[src/rtl/load_store_unit.sv]
// Data-memory access stage: turns ALUResult/WriteData into a valid/ready memory
// request, aligns and extends load data, and stalls the core until the access ends.
module load_store_unit #(
    parameter int unsigned MEM_TIMEOUT = 64
) (
    input  logic        clk,
    input  logic        reset,
    input  logic        MemRead,
    input  logic        MemWrite,
    input  logic [2:0]  Funct3,
    input  logic [31:0] ALUResult,
    input  logic [31:0] WriteData,
    output logic [31:0] LoadData,
    output logic        Stall,
    output logic        Fault,
    output logic        BusError,
    output logic        DReqValid,
    input  logic        DReqReady,
    output logic        DReqWe,
    output logic [31:0] DReqAddr,
    output logic [3:0]  DReqBe,
    output logic [31:0] DReqWData,
    input  logic        DRspValid,
    input  logic [31:0] DRspRData
);

    typedef enum logic [1:0] {
        IDLE = 2'd0,
        REQ  = 2'd1,
        WAIT = 2'd2,
        DONE = 2'd3
    } state_t;

    localparam logic [7:0] CNT_LAST = 8'(MEM_TIMEOUT - 1);

    state_t      state_q;
    logic [29:0] addr_q;
    logic [1:0]  off_q;
    logic [2:0]  f3_q;
    logic        we_q;
    logic [3:0]  be_q;
    logic [31:0] wdata_q;
    logic [31:0] ldata_q;
    logic [7:0]  cnt_q;
    logic        bus_err_q;

    logic        access;
    logic        illegal;
    logic        timeout;
    logic [3:0]  be_c;
    logic [31:0] wdata_c;
    logic [7:0]  rsp_byte;
    logic [15:0] rsp_half;
    logic [31:0] ldata_d;

    // Access legality: width/alignment and encoding checks for the current request
    always_comb begin
        access  = MemRead | MemWrite;
        illegal = 1'b0;
        if (MemRead && MemWrite) begin
            illegal = 1'b1;
        end else if (MemRead) begin
            case (Funct3)
                3'b000, 3'b100: illegal = 1'b0;
                3'b001, 3'b101: illegal = ALUResult[0];
                3'b010:         illegal = |ALUResult[1:0];
                default:        illegal = 1'b1;
            endcase
        end else if (MemWrite) begin
            case (Funct3)
                3'b000:  illegal = 1'b0;
                3'b001:  illegal = ALUResult[0];
                3'b010:  illegal = |ALUResult[1:0];
                default: illegal = 1'b1;
            endcase
        end
    end

    always_comb begin
        be_c    = 4'b1111;
        wdata_c = '0;
        if (MemWrite) begin
            case (Funct3[1:0])
                2'b00: begin
                    be_c    = 4'b0001 << ALUResult[1:0];
                    wdata_c = {4{WriteData[7:0]}};
                end
                2'b01: begin
                    be_c    = 4'b0011 << {ALUResult[1], 1'b0};
                    wdata_c = {2{WriteData[15:0]}};
                end
                default: begin
                    be_c    = 4'b1111;
                    wdata_c = WriteData;
                end
            endcase
        end
    end

    always_comb begin
        case (off_q)
            2'd0:    rsp_byte = DRspRData[7:0];
            2'd1:    rsp_byte = DRspRData[15:8];
            2'd2:    rsp_byte = DRspRData[23:16];
            default: rsp_byte = DRspRData[31:24];
        endcase
        rsp_half = off_q[1] ? DRspRData[31:16] : DRspRData[15:0];
        case (f3_q)
            3'b000:  ldata_d = {{24{rsp_byte[7]}}, rsp_byte};
            3'b100:  ldata_d = {24'd0, rsp_byte};
            3'b001:  ldata_d = {{16{rsp_half[15]}}, rsp_half};
            3'b101:  ldata_d = {16'd0, rsp_half};
            default: ldata_d = DRspRData;
        endcase
    end

    assign timeout = (cnt_q == CNT_LAST);

    always_ff @(posedge clk) begin
        if (reset) begin
            state_q   <= IDLE;
            addr_q    <= '0;
            off_q     <= '0;
            f3_q      <= '0;
            we_q      <= 1'b0;
            be_q      <= '0;
            wdata_q   <= '0;
            ldata_q   <= '0;
            cnt_q     <= '0;
            bus_err_q <= 1'b0;
        end else begin
            case (state_q)
                IDLE: begin
                    bus_err_q <= 1'b0;
                    if (access && !illegal) begin
                        addr_q  <= ALUResult[31:2];
                        off_q   <= ALUResult[1:0];
                        f3_q    <= Funct3;
                        we_q    <= MemWrite;
                        be_q    <= be_c;
                        wdata_q <= wdata_c;
                        ldata_q <= '0;
                        cnt_q   <= '0;
                        state_q <= REQ;
                    end
                end
                REQ: begin
                    cnt_q <= cnt_q + 8'd1;
                    // A handshake on the final budget cycle still completes normally
                    if (DReqReady) begin
                        state_q <= we_q ? DONE : WAIT;
                    end else if (timeout) begin
                        state_q   <= DONE;
                        bus_err_q <= 1'b1;
                        ldata_q   <= '0;
                    end
                end
                WAIT: begin
                    cnt_q <= cnt_q + 8'd1;
                    if (DRspValid) begin
                        ldata_q <= ldata_d;
                        state_q <= DONE;
                    end else if (timeout) begin
                        state_q   <= DONE;
                        bus_err_q <= 1'b1;
                        ldata_q   <= '0;
                    end
                end
                DONE: begin
                    bus_err_q <= 1'b0;
                    state_q   <= IDLE;
                end
                default: state_q <= IDLE;
            endcase
        end
    end

    assign Stall = !reset && (((state_q == IDLE) && access && !illegal) ||
                              (state_q == REQ) || (state_q == WAIT));
    assign Fault     = !reset && (state_q == IDLE) && illegal;
    assign BusError  = bus_err_q;
    assign LoadData  = (state_q == DONE) ? ldata_q : '0;
    assign DReqValid = (state_q == REQ);
    assign DReqWe    = we_q;
    assign DReqAddr  = {addr_q, 2'b00};
    assign DReqBe    = be_q;
    assign DReqWData = wdata_q;

endmodule

[config.mk]
export PLATFORM = sky130hd
export DESIGN_NAME = load_store_unit
export DESIGN_NICKNAME = d
export VERILOG_FILES = /design/src/rtl/load_store_unit.sv
export SDC_FILE = /design/constraint.sdc
export NUM_CORES = 1
export LEC_CHECK = 0
export ABC_AREA = 0
export BUFFER_PORTS_ARGS = -buffer_cell sky130_fd_sc_hd__buf_2
export CAP_MARGIN = 5
export CORE_MARGIN = 5
export CORE_UTILIZATION = 36
export CTS_CLUSTER_DIAMETER = 80
export DETAILED_ROUTE_END_ITERATION = 7
export PLACE_DENSITY = 0.65
export SLEW_MARGIN = 20
export SYNTH_ARGS = -nofsm -noshare
export SYNTH_HDL_FRONTEND = slang
export SYNTH_SLANG_ARGS = --single-unit
[constraint.sdc]
create_clock -name clk -period 2.45 [get_ports clk]
set_input_delay 0.245 -clock clk [delete_from_list [all_inputs] [get_ports clk]]
set_output_delay 0.245 -clock clk [all_outputs]
set_load 0.01 [all_outputs]
==> reports/qor.yml <==
post-route-drc-count: 0
synth_area_per_cell_sq_um: 7.781
ant_nets: 0
worstHoldStart: "ALUResult[4]"
reg2reg_slack_ns: 0.36
irDropWorstVdd_mv: 0.4634
cap_violations: 0
vias: 5963
die_width_um: 137.3
grt_pass1_wl_mm: 28.54
nNetsFinal: 1041
antenna_found_initial: 3
rows: 46
clock_sinks: 115
area_growth_pct: 30.47
cp.arrival_ns: 1.91
syn_inst: 750
boundaryPins: 210
grt_max_degree: 74
numCtsBuffers: 17
crit_required_ns: 2.20
viasPerCell: 5.158
r2r_start: "state_q[1]"
clk_pin_slew_ns: 0.06
fin_crit_sh_pct: 87.92
netlist_area_sq_mm: 0.005836
grt_overflow: 0
io_buffers: 207
die-area_sq_mm: 0.01886
clockRootBuffer: "clkbuf_16"
holdBufCountCts: 0
drive_gt1_share_pct: 30.43
insertion_delay_ns: 0.41
grt_pass1_vias: 5571
wl_per_cell_um: 15.85
worst_setup_path_end_kind: "primary output"
period_needed_ns: 2.154
fmax_ghz: 0.4642
yosys_warnings: 0
skew_ns: 0.007517
tightest_slew_ns: 0.8613
dr.pass1.iters: 5
seq_area_frac_synth_pct: 39.45
synth_cell_types: 56
async_flop_share_pct: 0
cp-start-kind: "flop"
h-tree-depth: 4
relSlewSlack_pct: 42.34
whs_path_depth: 3
power_mw: 5.863
cts_tree: "built"
hold_end: "addr_q[2]"
r2r_end: "ldata_q[21]"
dieHeight_um: 137.3
tns_ns: 0
powerDensity_mw_per_mm2: 770.0
drt_iter0_drc: 447
final-hold-violation-count: 0
fin_util_pct: 47.93
cts_resized: 0
grt_setup_unrepaired: "false"
slew_viol_final: 0
p_leak_nw: 3.310
synth_edf_count: 0
dp_hpwl_mm: 12.86
crit_fanout: 8
postCtsSetupRepairBufs: 0
clockBufferDepth: 2
core_sq_mm: 0.01589
track_usage_pct: 19.03
reg2regPathDepth: 8
synth_seq_cells: 115
ys.flop_type: "dfxtp_1"
worstSetupPathType: "flop to primary output"
insertedDiodeCount: 0
start_util_pct: 36.74
status: "finished clean"
gp_congestion: 0.8556
hp-class: "input port to flop"
finalSetupViolations: 0
routed_wl_mm: 18.32
[registers in the layout, indices dropped and copies added, names as in the netlist]
| name | flops |
|---|---|
| BusError | 1 |
| DReqBe | 4 |
| DReqWData | 32 |
| DReqWe | 1 |
| addr_q | 30 |
| cnt_q | 8 |
| f3_q | 3 |
| ldata_q | 32 |
| off_q | 2 |
| state_q | 2 |
[where the power goes]
part	switching [mW]	leakage, nW	internal [mW]
Sequential	0.0738	0.931	1.97
Combinational	0.802	2.09	0.444
Clock	0.876	0.290	1.69
[cell type report]
| class | instances | area [sq um] |
|---|---|---|
| fillers | 1628 | 8272 |
| clock inverters | 8 | 126.4 |
| flip-flops and latches | 115 | 2302 |
| repair buffers | 224 | 1191 |
| clock buffers | 22 | 484.2 |
| inverters | 9 | 33.78 |
| well taps | 216 | 270.3 |
| multi-input cells | 562 | 3206 |
[placed cells by master (no fill, tap or decap), types with 4 or more instances in the layout]
cell / synthesis / layout
a31oi_1: 5 / 5
ha_1: 7 / 7
nor2_1: 17 / 17
nand3b_1: 5 / 5
nor2b_1: 7 / 7
mux2_2: 18 / 18
nand2_1: 133 / 133
a21o_1: 4 / 4
mux2i_1: 14 / 14
inv_1: 9 / 9
o21ai_0: 61 / 60
clkbuf_16: 0 / 17
nand3_1: 48 / 47
a21oi_1: 114 / 114
buf_4: 6 / 16
buf_2: 22 / 206
and2_1: 35 / 35
and3_1: 19 / 18
clkbuf_8: 0 / 4
o31ai_1: 5 / 5
dfxtp_1: 115 / 115
o21ai_1: 14 / 15
nand2b_1: 11 / 11
nand4b_1: 4 / 4
[Yosys cell counts (7+ instances only)]
master | number | area (sq um)
nor2_1 | 17 | 63.81
a21oi_1 | 114 | 570.6
and2_1 | 35 | 219.0
buf_2 | 22 | 110.1
nand2_1 | 133 | 499.2
mux2i_1 | 14 | 140.1
o21ai_0 | 61 | 305.3
inv_1 | 9 | 33.78
and3_1 | 19 | 118.9
ha_1 | 7 | 87.58
nand3_1 | 48 | 240.2
o21ai_1 | 14 | 70.07
dfxtp_1 | 115 | 2302
mux2_2 | 18 | 202.7
nand2b_1 | 11 | 68.82
nor2b_1 | 7 | 43.79
clkbuf_1 | 28 | 105.1
[how the worst max path moves through the flow]
| stage | start | endpoint | slack, ns | depth (start not counted) |
|---|---|---|---|---|
| 6_report | state_q[0] | Fault | 0.30 | 5 |
| 5_1_grt | state_q[1] | ldata_q[20] | 0.15 | 8 |
| 4_1_cts | state_q[0] | Fault | 0.21 | 5 |
| 3_5_place_dp | state_q[0] | ldata_q[20] | 0.39 | 6 |
| 3_3_place_gp | state_q[1] | ldata_q[7] | 0.41 | 8 |
| 2_1_floorplan | state_q[1] | ldata_q[4] | 0.66 | 9 |
[through the flow]
step	hold WS, ns	instance area (sq um)	setup slack (ns)	std cells
2_1_floorplan	0.3810	5839	0.6581	751
3_3_place_gp	0.4375	7003	0.4061	1126
3_5_place_dp	0.4422	7003	0.3860	1126
4_1_cts	0.05015	7614	0.2104	1156
5_1_grt	0.05676	7614	0.1502	1156
6_report	0.06481	7614	0.2959	1156
[logic make-up after synthesis]
kind of cell               count (synthesis)  synth area share, %
other                                      1              0.06426
AOI/OAI and AO/OA                        232                22.71
adders and majority gates                  7                1.501
muxes                                     35                6.646
DFF                                      115                39.45
and+or+nand+nor                          286                23.84
buffers and inverters                     74                5.789
[layer usage]
layer | GRT usage [%] | share of wire, %
met1 | 24.32 | 44
met4 | 6.208 | 1.7
met2 | 28.58 | 43
met3 | 8.619 | 11
met5 | 0 | 0.12
[worst max-delay path, stage by stage, from the launching register on]
cell and delay [ns]:
dfxtp_1 0.34, inv_1 0.13, ha_1 0.34, inv_1 0.19, a311oi_1 0.31, buf_2 0.20
Power figures use the tool's default switching activity.
